==> src/rtl/mem_lsu.sv <==
// Load/store initiator for a single-port 128x32 data RAM.
// Performs byte/halfword/word loads and stores, with a read-modify-write
// sequence for sub-word stores. Loads return extended data, and every
// request ends with a one-cycle done pulse carrying an error flag.
// R_data is the RAM's combinational read data for the registered Addr.
module mem_lsu #(
    parameter int AW         = 7,
    parameter bit BASE_CHECK = 1'b1
) (
    input  logic          clk,
    input  logic          rst,
    input  logic          req_valid,
    input  logic          req_we,
    input  logic [1:0]    req_size,
    input  logic          req_unsigned,
    input  logic [31:0]   req_addr,
    input  logic [31:0]   req_wdata,
    input  logic [31:0]   R_data,
    output logic          busy,
    output logic          done,
    output logic          err,
    output logic [31:0]   rdata,
    output logic [AW-1:0] Addr,
    output logic          W,
    output logic          R,
    output logic [31:0]   W_data
);

    typedef enum logic [2:0] {IDLE, RD, RMW_RD, WR, FIN} state_t;

    state_t        state_q, state_d;
    logic [1:0]    size_q, size_d;
    logic [1:0]    off_q, off_d;
    logic          uns_q, uns_d;
    logic [AW-1:0] addr_q, addr_d;
    logic [31:0]   wdata_q, wdata_d;
    logic [31:0]   rdata_q, rdata_d;
    logic          err_q, err_d;
    logic          busy_q, busy_d;
    logic          done_q, done_d;
    logic          w_q, w_d;
    logic          r_q, r_d;

    logic          req_err;
    logic [4:0]    lane_sh;
    logic [31:0]   ld_shift, ld_ext, lane_mask, st_shift;

    // Decode request legality: reserved size, misalignment, out-of-range address
    always_comb begin
        req_err = 1'b0;
        case (req_size)
            2'b11:   req_err = 1'b1;
            2'b01:   req_err = req_addr[0];
            2'b10:   req_err = |req_addr[1:0];
            default: req_err = 1'b0;
        endcase
        if (BASE_CHECK && (|req_addr[31:AW+2]))
            req_err = 1'b1;
    end

    // Lane alignment: extract/extend for loads, mask and shift for sub-word stores
    always_comb begin
        lane_sh   = {off_q, 3'b000};
        ld_shift  = R_data >> lane_sh;
        lane_mask = ((size_q == 2'b00) ? 32'h0000_00FF : 32'h0000_FFFF) << lane_sh;
        st_shift  = wdata_q << lane_sh;
        case (size_q)
            2'b00:   ld_ext = uns_q ? {24'h0, ld_shift[7:0]}
                                    : {{24{ld_shift[7]}}, ld_shift[7:0]};
            2'b01:   ld_ext = uns_q ? {16'h0, ld_shift[15:0]}
                                    : {{16{ld_shift[15]}}, ld_shift[15:0]};
            default: ld_ext = R_data;
        endcase
    end

    // Next-state logic; registered outputs are derived from the next state
    // so W/R/busy/done line up exactly with the state they describe
    always_comb begin
        state_d = state_q;
        size_d  = size_q;
        off_d   = off_q;
        uns_d   = uns_q;
        addr_d  = addr_q;
        wdata_d = wdata_q;
        rdata_d = rdata_q;
        err_d   = err_q;
        case (state_q)
            IDLE: begin
                if (req_valid) begin
                    addr_d  = req_addr[AW+1:2];
                    off_d   = req_addr[1:0];
                    size_d  = req_size;
                    uns_d   = req_unsigned;
                    wdata_d = req_wdata;
                    err_d   = req_err;
                    rdata_d = 32'h0;
                    if (req_err)                state_d = FIN;
                    else if (!req_we)           state_d = RD;
                    else if (req_size == 2'b10) state_d = WR;
                    else                        state_d = RMW_RD;
                end
            end
            RD: begin
                rdata_d = ld_ext;
                state_d = FIN;
            end
            RMW_RD: begin
                // Merged word is parked in W_data before W rises
                wdata_d = (R_data & ~lane_mask) | (st_shift & lane_mask);
                state_d = WR;
            end
            WR:      state_d = FIN;
            FIN:     state_d = IDLE;
            default: state_d = IDLE;
        endcase
        busy_d = (state_d == RD) || (state_d == RMW_RD) || (state_d == WR);
        done_d = (state_d == FIN);
        w_d    = (state_d == WR);
        r_d    = (state_d == RD) || (state_d == RMW_RD);
    end

    // State and output registers; reset aborts any access in flight
    always_ff @(posedge clk) begin
        if (rst) begin
            state_q <= IDLE;
            size_q  <= 2'b00;
            off_q   <= 2'b00;
            uns_q   <= 1'b0;
            addr_q  <= '0;
            wdata_q <= 32'h0;
            rdata_q <= 32'h0;
            err_q   <= 1'b0;
            busy_q  <= 1'b0;
            done_q  <= 1'b0;
            w_q     <= 1'b0;
            r_q     <= 1'b0;
        end else begin
            state_q <= state_d;
            size_q  <= size_d;
            off_q   <= off_d;
            uns_q   <= uns_d;
            addr_q  <= addr_d;
            wdata_q <= wdata_d;
            rdata_q <= rdata_d;
            err_q   <= err_d;
            busy_q  <= busy_d;
            done_q  <= done_d;
            w_q     <= w_d;
            r_q     <= r_d;
        end
    end

    assign busy   = busy_q;
    assign done   = done_q;
    assign err    = err_q;
    assign rdata  = rdata_q;
    assign Addr   = addr_q;
    assign W      = w_q;
    assign R      = r_q;
    assign W_data = wdata_q;

endmodule

==> config.mk <==
export PLATFORM = sky130hd
export DESIGN_NAME = mem_lsu
export DESIGN_NICKNAME = d
export VERILOG_FILES = /design/src/rtl/mem_lsu.sv
export SDC_FILE = /design/constraint.sdc
export NUM_CORES = 1
export LEC_CHECK = 0
export CAP_MARGIN = 0
export CORE_MARGIN = 2
export CORE_UTILIZATION = 35
export DETAILED_ROUTE_END_ITERATION = 8
export PLACE_DENSITY = 0.67
export SYNTH_ARGS = -nofsm -noshare
export SYNTH_HDL_FRONTEND = slang
export SYNTH_SLANG_ARGS = --single-unit
==> constraint.sdc <==
create_clock -name clk -period 4.3 [get_ports clk]
set_clock_uncertainty 0.05 [all_clocks]
set_input_delay 0.43 -clock clk [delete_from_list [all_inputs] [get_ports clk]]
set_output_delay 0.43 -clock clk [all_outputs]
set_load 0.01 [all_outputs]
==> run metrics <==
largest family of logic cells by synthesized area compound AO/OA/AOI/OAI gates; root buf cell clkbuf_16; post-synthesis sequential area ratio 37.4%; Starting Density 35.7%; most frequent cells in the layout clkdlybuf4s50_1, dfxtp_1, nand2_1; Compound-Gate Fraction of Synth Area 28.1%; setup bufs post-CTS 0; Worst setup EP type register; die area 13,800 um^2; ys async rst share 0%; io pins 179; worst min-delay path category register to register; gpl congestion 0.918; maximum clock rate 0.394 GHz; Via density 5.67; Final setup viols 0; CTS max path bufs 2; DR WL met3 1350 um; worst hold start off_q[0]; worst vdd ir 0.000163 V; first-pass GRT wire length 25,900 um; CTS tree done; drt wl/cell 19.2 um; top post-synthesis cells by area dfxtp_1, nand2_1, mux2i_1, a311oi_1, nor2_1; Synth Area in Adders 0%; number of flops mapped to enable cells by yosys 0; Total Routed Length 16,700 um; commonest non-fill, non-tap cell in the layout clkdlybuf4s50_1; Syn Nets 653; initial antenna violation count 0; CORE AREA 12,600 um^2; worst slew pin tran 1.04 ns; XOR/XNOR Fraction of Synth Area 0.195%; Final Hold Violating Endpoints 0; Pre-antenna DRT Iters 5; gr usage total 23.5%; setup_tns 0 ns; Leak 2.29 nW; largest net degree at the start of global routing 73; dpl hpwl 12,300 um; RSZ-0062 raised after global routing false; DP Area 6320 um^2; Post-Syn Area 4490 um^2; clock latency on the worst-skew pair 0.34 ns; prevailing post-synth register cell dfxtp_1; #FFs+latches synth 84; CTS Hold Buffers Added 0; clk slew on worst S/H paths 0.06 ns; critical path's top delay family compound AO/OA/AOI/OAI gates; Final Cycle Share 59.0%; Yosys top cell area share 37.4%; crit path from off_q[0]; total CTS buffers 9; Cell Pwr Density 317 nW/um^2; CTS Sinks 84; Max Slew Vio Count 0; Buffers on Ports 178; die width 117 um; Routed Antenna Nets 0; Die H 117 um; kind of critical path register to register; multiplexer share of the synthesized area 4.93%; global route total overflow 0; CP max-delay cell a2111oi_2; Fin Hold WS 0.407 ns; metal2 WL 7640 um; Post-Synthesis Cells 550; FP Rows 41; outcome completed; total power 2.11 mW; CP Data Arrival Time 2.74 ns; critical path launch point type register; Top Layer Used met4; Slew headroom 30.4%; Seq. cell area 1680 um^2; YS warnings 0; Buffers & Inverters on Critical Path 1; CTS H-Tree Depth 3; Post-layout nets 796; max_cap viols 0; Resized cells post-CTS 0; initial drt markers 404; mean post-synth cell area 8.17 um^2; CP most frequent cell nor2_1; Synth area leader dfxtp_1; reg2reg start off_q[0]; M1 wire length 7260 um; Largest stage delay, worst path 0.89 ns; area delta synth->final 48.2%; Filler Cell Count 1,198; Crit path required time 4.50 ns; Synth cell types 48; vias in the first global route 4,713; fin area 6660 um^2; n_diodes 0; crit path time final 2.54 ns; worst-path fanout max 58; share of layout cells above drive strength 1 5.73%; Synth Area in Simple Gates 23.7%; crit path cell chain buf_4, nor2_1, a2111oi_2, nor2_1, nor3_1; DR DRC count 0; routed vias 4,931; area of the multi-input gates 2560 um^2
path summary, 6_finish.rpt:
path	end	slack (ns)	cells after the start
max	W_data[3]	1.76	5
min	off_q[0]	0.41	2
max reg2reg	W_data[3]	1.76	5
min reg2reg	off_q[0]	0.41	2
report_power, final:
| part | internal, mW | switching [mW] | total (mW) | leakage [nW] |
|---|---|---|---|---|
| clock | 0.556 | 0.305 | 0.862 | 0.162 |
| combinational | 0.205 | 0.193 | 0.399 | 1.44 |
| sequential | 0.813 | 0.0382 | 0.851 | 0.688 |
| total | 1.57 | 0.537 | 2.11 | 2.29 |
metrics by stage:
stage               utilization, %  instances  setup slack, ns
finish                        53.0        870             1.76
global route                  53.0        870             1.60
CTS                           53.0        870             1.80
detailed placement            50.3        854             1.81
global placement              50.3        854             1.82
floorplan                        -        550             2.41
synth_stat cells, types with 2 or more instances:
cell type  number
nor4_1         13
nor2_1         54
nor2b_1         5
nand2_1        65
nand3b_1        9
clkbuf_1       36
a2111oi_0       8
nand2b_1       19
o2bb2ai_1       7
a211oi_1        8
a31oi_1        16
o211ai_1        9
dfxtp_1        84
buf_2          10
or3_1          10
o311ai_0        8
a21oi_1        39
a221o_1        16
buf_4           2
or3b_1          2
inv_1           2
or2_2           3
a2111oi_2       2
a22o_1          2
a22oi_1         7
nor3_1         31
a311oi_1       24
buf_1           6
buf_6           2
o22ai_1         4
mux2i_1        21
o21a_1         10
layout make-up:
type	count	area share (%)
multi-input cells	408	38.5
repair buffers	188	27.8
flip-flops and latches	84	25.3
clock buffers	13	4.06
well taps	172	3.23
clock inverters	3	1.01
inverters	2	0.113
cells by family after synthesis:
group / Yosys count
flip-flops: 84
buffers and inverters: 58
AND/OR/NAND/NOR: 218
multiplexers: 22
AO/OA/AOI/OAI: 167
XOR/XNOR: 1
per-layer routing:
metal	global-route usage, %	vias to the layer above
li1	-	2366
met1	29.9	2289
met2	38.5	243
met3	6.47	33
met4	8.13	0
met5	0	-
worst register-to-register path: stages (launching register included):
cell	delay, ns
dfxtp_2	0.33
buf_4	0.53
nor2_1	0.37
a2111oi_2	0.89
nor2_1	0.09
nor3_1	0.19
No activity file was read; power rests on OpenSTA's default activity.
